<file path="src/rtl/led_pkg.sv">
// Shared definitions for the LED activity fader: default sizing, level type
// and the full-brightness level helper.
package led_pkg;

   localparam int unsigned LED_NUM_LEDS  = 8;
   localparam int unsigned LED_PWM_BITS  = 3;
   localparam int unsigned LED_DECAY_DIV = 4;
   localparam int unsigned LED_DIM_LEVEL = 1;

   // Brightness level at default PWM width; one bit wider than the PWM counter
   // so that FULL (always-on) is representable.
   typedef logic [LED_PWM_BITS:0] level_t;

   // Level at which the PWM compare is true for every counter value.
   function automatic int unsigned full_level(input int unsigned pwm_bits);
      return 32'd1 << pwm_bits;
   endfunction

endpackage

</file>
<file path="src/rtl/led_fader_channel.sv">
// One activity channel: input synchroniser, decaying brightness level and
// registered PWM compare.
module led_fader_channel
   import led_pkg::*;
#(
   parameter int unsigned PWM_BITS  = LED_PWM_BITS,
   parameter int unsigned DIM_LEVEL = LED_DIM_LEVEL
) (
   input  logic                clock,
   input  logic                res_n,
   input  logic                led_in,
   input  logic [PWM_BITS-1:0] pwm_cnt,
   input  logic                tick,
   input  logic                dim_en,
   output logic                led_out,
   output logic                active_c
);

   localparam int unsigned   LW   = PWM_BITS + 1;
   localparam logic [LW-1:0] FULL = LW'(full_level(PWM_BITS));
   localparam logic [LW-1:0] DIM  = LW'(DIM_LEVEL);

   logic          s1;
   logic          s2;
   logic [LW-1:0] level;
   logic [LW-1:0] level_next;

   // led_in comes from the cog clock domain; only s2 is used downstream
   always_ff @(posedge clock or negedge res_n) begin
      if (!res_n) begin
         s1 <= 1'b0;
         s2 <= 1'b0;
      end else begin
         s1 <= led_in;
         s2 <= s1;
      end
   end

   // Activity reloads the level and takes priority over a decay tick
   always_comb begin
      level_next = level;
      if (s2) begin
         level_next = dim_en ? DIM : FULL;
      end else if (tick && (level != '0)) begin
         level_next = level - LW'(1);
      end
   end

   always_ff @(posedge clock or negedge res_n) begin
      if (!res_n) begin
         level   <= '0;
         led_out <= 1'b0;
      end else begin
         level   <= level_next;
         led_out <= ({1'b0, pwm_cnt} < level);
      end
   end

   assign active_c = (level != '0);

endmodule

</file>
<file path="src/rtl/led_activity_fader.sv">
// Turns flickering per-cog activity bits into decaying-brightness PWM LED
// drive, with a shared PWM counter, decay prescaler and any-active flag.
module led_activity_fader
   import led_pkg::*;
#(
   parameter int unsigned NUM_LEDS  = LED_NUM_LEDS,
   parameter int unsigned PWM_BITS  = LED_PWM_BITS,
   parameter int unsigned DECAY_DIV = LED_DECAY_DIV,
   parameter int unsigned DIM_LEVEL = LED_DIM_LEVEL
) (
   input  logic                clock,
   input  logic                res_n,
   input  logic [NUM_LEDS-1:0] led_in,
   input  logic                dim_en,
   output logic [NUM_LEDS-1:0] led_out,
   output logic                any_active
);

   localparam int unsigned DW = (DECAY_DIV > 1) ? $clog2(DECAY_DIV) : 1;

   logic [PWM_BITS-1:0] pwm_cnt;
   logic [DW-1:0]       pre_cnt;
   logic                tick_c;
   logic [NUM_LEDS-1:0] active_c;

   // Free-running PWM phase shared by all channels; wraps naturally
   always_ff @(posedge clock or negedge res_n) begin
      if (!res_n) begin
         pwm_cnt <= '0;
      end else begin
         pwm_cnt <= pwm_cnt + PWM_BITS'(1);
      end
   end

   // Decay prescaler: tick marks the last count of each DECAY_DIV window
   assign tick_c = (pre_cnt == DW'(DECAY_DIV - 1));

   always_ff @(posedge clock or negedge res_n) begin
      if (!res_n) begin
         pre_cnt <= '0;
      end else if (tick_c) begin
         pre_cnt <= '0;
      end else begin
         pre_cnt <= pre_cnt + DW'(1);
      end
   end

   for (genvar i = 0; i < NUM_LEDS; i++) begin : g_ch
      led_fader_channel #(
         .PWM_BITS  (PWM_BITS),
         .DIM_LEVEL (DIM_LEVEL)
      ) u_ch (
         .clock    (clock),
         .res_n    (res_n),
         .led_in   (led_in[i]),
         .pwm_cnt  (pwm_cnt),
         .tick     (tick_c),
         .dim_en   (dim_en),
         .led_out  (led_out[i]),
         .active_c (active_c[i])
      );
   end

   always_ff @(posedge clock or negedge res_n) begin
      if (!res_n) begin
         any_active <= 1'b0;
      end else begin
         any_active <= |active_c;
      end
   end

endmodule

</file>
<file path="config.mk">
export PLATFORM = sky130hd
export DESIGN_NAME = led_activity_fader
export DESIGN_NICKNAME = d
export VERILOG_FILES = /design/src/rtl/led_pkg.sv /design/src/rtl/led_fader_channel.sv /design/src/rtl/led_activity_fader.sv
export SDC_FILE = /design/constraint.sdc
export NUM_CORES = 1
export LEC_CHECK = 0
export BUFFER_PORTS_ARGS = -buffer_cell sky130_fd_sc_hd__buf_2
export CAP_MARGIN = 20
export CORE_MARGIN = 2
export CORE_UTILIZATION = 44
export CTS_CLUSTER_DIAMETER = 50
export DETAILED_ROUTE_END_ITERATION = 6
export PLACE_DENSITY = 0.6
export RECOVER_POWER = 100
export SLEW_MARGIN = 30
export SYNTH_ARGS = -nofsm -noshare
export SYNTH_HDL_FRONTEND = slang
export SYNTH_SLANG_ARGS = --single-unit
</file>
<file path="constraint.sdc">
create_clock -name clock -period 3.9 [get_ports clock]
set_clock_uncertainty 0.1 [all_clocks]
set_input_delay 0.39 -clock clock [delete_from_list [all_inputs] [get_ports clock]]
set_output_delay 0.39 -clock clock [all_outputs]
set_load 0.05 [all_outputs]
</file>
==> metrics, run 1 <==
status finished clean; antenna diode instance count 0; FFs w/ async S/R, synth 1.000; crit-path max FO 29; all-layer global routing usage 0.1528; Post-synth EDFFs 0; Post-Route WL roughly 5.2 mm; syn avg cell area roughly 11 um^2; DR pass1 iterations 4; vias per cell ~4.8; worst-skew pair later-pin latency 330 ps; vias in the first global route around 1,900; core area slightly below 7000 um^2; syn_nets 335; top-area cell type share of the netlist area 0.4942; Slew HR 0.2567; combinational power share 0.137; Synth top cells by count dfrtp_1 (62), ha_1 (34), inv_1 (33); Yosys Warn Count 0; Clock Path Buffers 2; DRT iter0 DRCs between 70 and 80; worst setup margin between 1500 and 2000 ps; Worst-Margin Slew about 1100 ps; switching pwr ~0.38 mW; routability cong. around 0.79; Remaining DRCs 0; GR Overflow Total 0; # Max-Cap Violations 0; RSZ-0062 raised after global routing false; Clock power frac 0.348; detailed-route via count 1,962; count leader, synth dfrtp_1; pin count of the biggest net entering global routing 39; Cells after DPL a little under 400; Slew Viols, Final 0; H-tree depth 3; fin area between 3000 and 4000 um^2; CTS tree done; hold crit path type input port to register; Die H 88.47 um; clk slew on worst S/H paths approximately 60 ps; drt wl/cell approximately 13 um; Syn Inst Count between 200 and 300; worst path required time between 4000 and 5000 ps; part of the power in registers 0.515; Tcrit/Tclk final 0.5370; Synth Flop Type dfrtp_1; sequential-to-total area share from yosys stat 0.4942; first-pass GRT wire length 8.804 mm; Initial Util 0.4595; synthesized cell area around 3100 um^2; power per cell area ~410 nW/um^2; Sw Share 0.2679; Post-Place Cell Area approximately 3200 um^2; worst vdd ir around 250 uV; Leak ~1.5 nW; antenna violations before repair 0; cell taking the most area after synthesis dfrtp_1; CP startpoint kind register; Fmax achieved 0.4774 GHz; Rows 30; Pint slightly above 1 mW; WP data arrival ~2300 ps; antenna-violating nets left 0; fin crit period between 2000 and 2500 ps; Critical Path End Type register; share of post-route cells with drive strength above 1 0.1118; Num CTS Buffers 9; HPWL Detailed around 3.6 mm; TNS Setup 0 ps; Clock Sinks slightly above 60; pre-CTS setup slack approximately 2000 ps; I/O pins 20; final cell count without fillers about 410; synthesized flop and latch total 62; Layout area overhead 9.207%; Fin Hold WS roughly 62 ps; CP Class register to register; Final Net Count approximately 350; final hold viol count 0; Die X around 88 um; die area between 7000 and 8000 um^2; CTS Root Cell clkbuf_8; Synth area leaders dfrtp_1 (49%), ha_1 (14%), xnor2_1 (6.7%); Yosys cell types 26; PnR Total Power 1.402 mW; fin util 0.5018; Buffers on Ports 19; # setup viols final 0
power by group through the flow:
stage | clock network, mW | registers (mW) | logic (mW)
2_1_floorplan | 0 | 0.725 | 0.165
3_3_place_gp | 0 | 0.734 | 0.191
3_5_place_dp | 0 | 0.735 | 0.194
4_1_cts | 0.508 | 0.723 | 0.196
5_1_grt | 0.536 | 0.730 | 0.218
6_report | 0.487 | 0.722 | 0.192
registers in the layout, summed over array words and instances (netlist names):
register	flops
g_ch.u_ch.level	32
g_ch.u_ch.led_out	8
g_ch.u_ch.s1	8
g_ch.u_ch.s2	8
pwm_cnt	3
pre_cnt	2
any_active	1
what timing repair did:
| action | 4_1_cts | 5_1_grt |
|---|---|---|
| buffers inserted | 0 | 0 |
| hold buffers | 0 | 1 |
| hold endpoints to repair | 0 | 18 |
| gates resized for setup | 0 | 0 |
final cells by class:
cell class,instances,area [um^2]
clock buffer,14,162.7
inverter,33,123.9
sequential,62,1551
fill,654,3403
multi-input combinational,181,1338
tap,96,120.1
timing repair buffer,22,127.6
clock inverter,1,5.005
routing by layer:
layer	part of all wire	global-route usage
met1	0.48	0.1891
met2	0.48	0.2454
met3	0.021	0.05037
met4	0.016	0.06612
met5	0	0
worst paths after layout:
| kind | startpoint | to | slack (ps) | cells past startpoint |
|---|---|---|---|---|
| max | pre_cnt[0] | g_ch[6].u_ch.level[1] | 1810 | 4 |
| max in group asynchronous | res_n | g_ch[4].u_ch.s2 | 1960 | 4 |
| min | led_in[2] | g_ch[2].u_ch.s1 | 60 | 1 |
| min reg2reg | g_ch[4].u_ch.s1 | g_ch[4].u_ch.s2 | 250 | 0 |
| max reg2reg | pre_cnt[0] | g_ch[6].u_ch.level[1] | 1810 | 4 |
| min in group asynchronous | res_n | g_ch[0].u_ch.level[3] | 690 | 2 |
critical path, stage by stage, from the launching register on:
cell     delay [ps]
dfrtp_1         350
ha_1            850
nand2_1         230
or2_2           350
a21oi_1         130
cell usage in the layout (no fill, tap or decap), drive strengths merged, types with 2 or more instances in the layout:
master  Yosys  routed
a21boi      8       8
a21o        8       8
a21oi       8       8
a311oi      2       2
buf        12      11
clkbuf      1      24
dfrtp      62      62
ha         34      34
inv        33      33
nand2      23      23
nand3      16      16
nor2        9       9
nor3        8       8
nor4        2       2
o21a        8       8
o21ai      16      16
or2         6       6
or3b        8       8
xnor2      24      24
cells by family after synthesis:
family                   count (synthesis)  synth area share
AND/OR/NAND/NOR                         72            0.1228
AO/OA/AOI/OAI                           50            0.1012
XOR/XNOR                                25           0.06975
buffers and inverters                   47           0.07652
flip-flops                              62            0.4942
adder cells (fa/ha/maj)                 34            0.1355
(Power assumes the default switching activity.)
==> inputs of run 2 (changes only) <==
--- a/config.mk
+++ b/config.mk
@@ -11,7 +11,7 @@
 export CORE_UTILIZATION = 44
 export CTS_CLUSTER_DIAMETER = 50
 export DETAILED_ROUTE_END_ITERATION = 6
-export PLACE_DENSITY = 0.6
+export PLACE_DENSITY = 0.62
 export RECOVER_POWER = 100
 export SLEW_MARGIN = 30
 export SYNTH_ARGS = -nofsm -noshare
==> constraint.sdc (replaced) <==
create_clock -name clock -period 1.76 [get_ports clock]
set_clock_uncertainty 0.1 [all_clocks]
set_input_delay 0.176 -clock clock [delete_from_list [all_inputs] [get_ports clock]]
set_output_delay 0.176 -clock clock [all_outputs]
set_load 0.05 [all_outputs]
==> run 2 against run 1 <==
Compared with the run above: fmax up 25%; routed wire length up 4.5%; non-clock buffer count up 14; die area unchanged; largest cell class unchanged; largest power group unchanged.
==> metrics, run 2 (synthesis gave the netlist of run 1 again) <==
final cell count without fillers 424 (+3.7%); drt wl/cell 12.80 um (+0.85%); wire length on met3 168 um (+53%); Cells after DPL 399 (+1.8%); CP Class register to register; Initial Util 0.4595 (unchanged); max reg flops 32 (unchanged); Leak 1.603 nW (+7.2%); HPWL Detailed 3.577 mm (-0.39%); Rows 30 (unchanged); final hold viol count 0 (unchanged); GR Overflow Total 0 (unchanged); Fin Hold WS 126.6 ps (+64.14 ps); Die H 88.47 um (unchanged); I/O pins 20 (unchanged); worst path required time 1880 ps (-2180 ps); worst-skew pair later-pin latency 340 ps (about the same); vias in the first global route 2,011 (+6.0%); Post-Route WL 5.427 mm (+4.5%); antenna-violating nets left 0 (unchanged); Clock Path Buffers 2 (unchanged); clk slew on worst S/H paths 70 ps (about the same); status finished clean; highest metal used met4; wl on met1 2.589 mm (+4.3%); DRT iter0 DRCs 111 (+48%); metal2 WL 2.549 mm (+1.5%); all-layer global routing usage 0.1619 (+0.009036); first-pass GRT wire length 9.384 mm (+6.6%); DR pass1 iterations 4 (unchanged); WP data arrival 1800 ps (-450 ps); Final Net Count 368 (+4.0%); # Max-Cap Violations 0 (unchanged); worst vdd ir 456.2 uV (+82%); Slew HR 0.4358 (+0.1791); vias per cell 4.726 (-1.5%); antenna diode instance count 0 (unchanged); Post-Place Cell Area 3311 um^2 (+1.9%); Clock Sinks 62 (unchanged); die area 7826 um^2 (unchanged); power per cell area 982.7 nW/um^2 (+140%); Fmax achieved 0.5966 GHz (+25%); Num CTS Buffers 9 (unchanged); Worst-Margin Slew 846.3 ps (-268.7 ps); CTS tree done; CP startpoint kind register; Remaining DRCs 0 (unchanged); commonest cells after routing, fill and taps aside dfrtp_1 (62), ha_1 (34), inv_1 (33); CTS Root Cell clkbuf_8; Critical Path End Type register; Buffers on Ports 19 (unchanged); antenna violations before repair 0 (unchanged); Slew Viols, Final 0 (unchanged); H-tree depth 3 (unchanged); fin crit period 1676 ps (-418.4 ps); hold crit path type input port to register; most common cell after layout, fill and taps aside dfrtp_1; detailed-route via count 2,004 (+2.1%); Die X 88.47 um (unchanged); fin area 3649 um^2 (+6.4%); PnR Total Power 3.585 mW (+160%); routability cong. 0.7936 (+0.52%); Tcrit/Tclk final 0.9523 (+0.4153); core area 6832 um^2 (unchanged); Layout area overhead 16.22%; # fillers 627 (-4.1%); area of the multi-input gates 1366 um^2 (+2.2%); TNS Setup 0 ps (unchanged); Largest Register g_ch.u_ch.level; crit-path max FO 6 (-79%); area occupied by registers 1551 um^2 (unchanged); pin count of the biggest net entering global routing 63 (+62%); # setup viols final 0 (unchanged); buffer count from post-CTS setup fixing 0 (unchanged); share of post-route cells with drive strength above 1 0.1494 (+0.03757)
==> run 2: final cells by class <==
cell class,count,area share
Clock buffer,14,0.05281
Clock inverter,2,0.01646
Inverter,33,0.03395
Multi-Input combinational cell,181,0.3745
Sequential cell,62,0.4252
Tap cell,96,0.03292
Timing Repair Buffer,36,0.06413
==> run 2: worst max-delay path, cell delays in order (launching register included) <==
cell and delay, ps:
dfrtp_1 390, inv_1 110, ha_1 150, or3b_4 430
nor4_4 290, nand2_1 80
==> run 2: path summary, 6_finish.rpt <==
kind	start	to	slack, ps	cells past startpoint
setup / recovery	g_ch[0].u_ch.level[0]	any_active	80	5
hold / removal	dim_en	g_ch[1].u_ch.level[0]	130	3
setup reg to reg	g_ch[0].u_ch.level[0]	any_active	80	5
hold reg to reg	g_ch[0].u_ch.s1	g_ch[0].u_ch.s2	250	0
max in group asynchronous	res_n	g_ch[7].u_ch.s2	520	3
min in group asynchronous	res_n	g_ch[0].u_ch.level[2]	470	3
==> run 2: where the power goes <==
part | switching (mW) | internal, mW
Sequential | 0.0736 | 1.53
Clock | 0.535 | 0.991
Combinational | 0.273 | 0.186
Total | 0.882 | 2.70
==> run 2: through the flow <==
stage | util | setup slack, ps
2_1_floorplan | - | 146.4
3_3_place_gp | 0.4846 | 5.974
3_5_place_dp | 0.4846 | -8.319
4_1_cts | 0.5357 | 0.1164
5_1_grt | 0.5341 | -3.468
6_report | 0.5341 | 83.94
==> run 2: timing repair <==
action                                  in CTS  in global routing
endpoints found under the setup margin       1                  7
cloned                                       0                  0
resized for setup                            1                  4
hold buffers                                 9                  0
hold endpoints to repair                    70                  0
==> run 2: per-layer routing <==
layer	global-route usage	vias to the layer above
li1	-	1021
met1	0.2136	947
met2	0.2468	25
met3	0.04478	11
met4	0.07851	0
met5	0	-
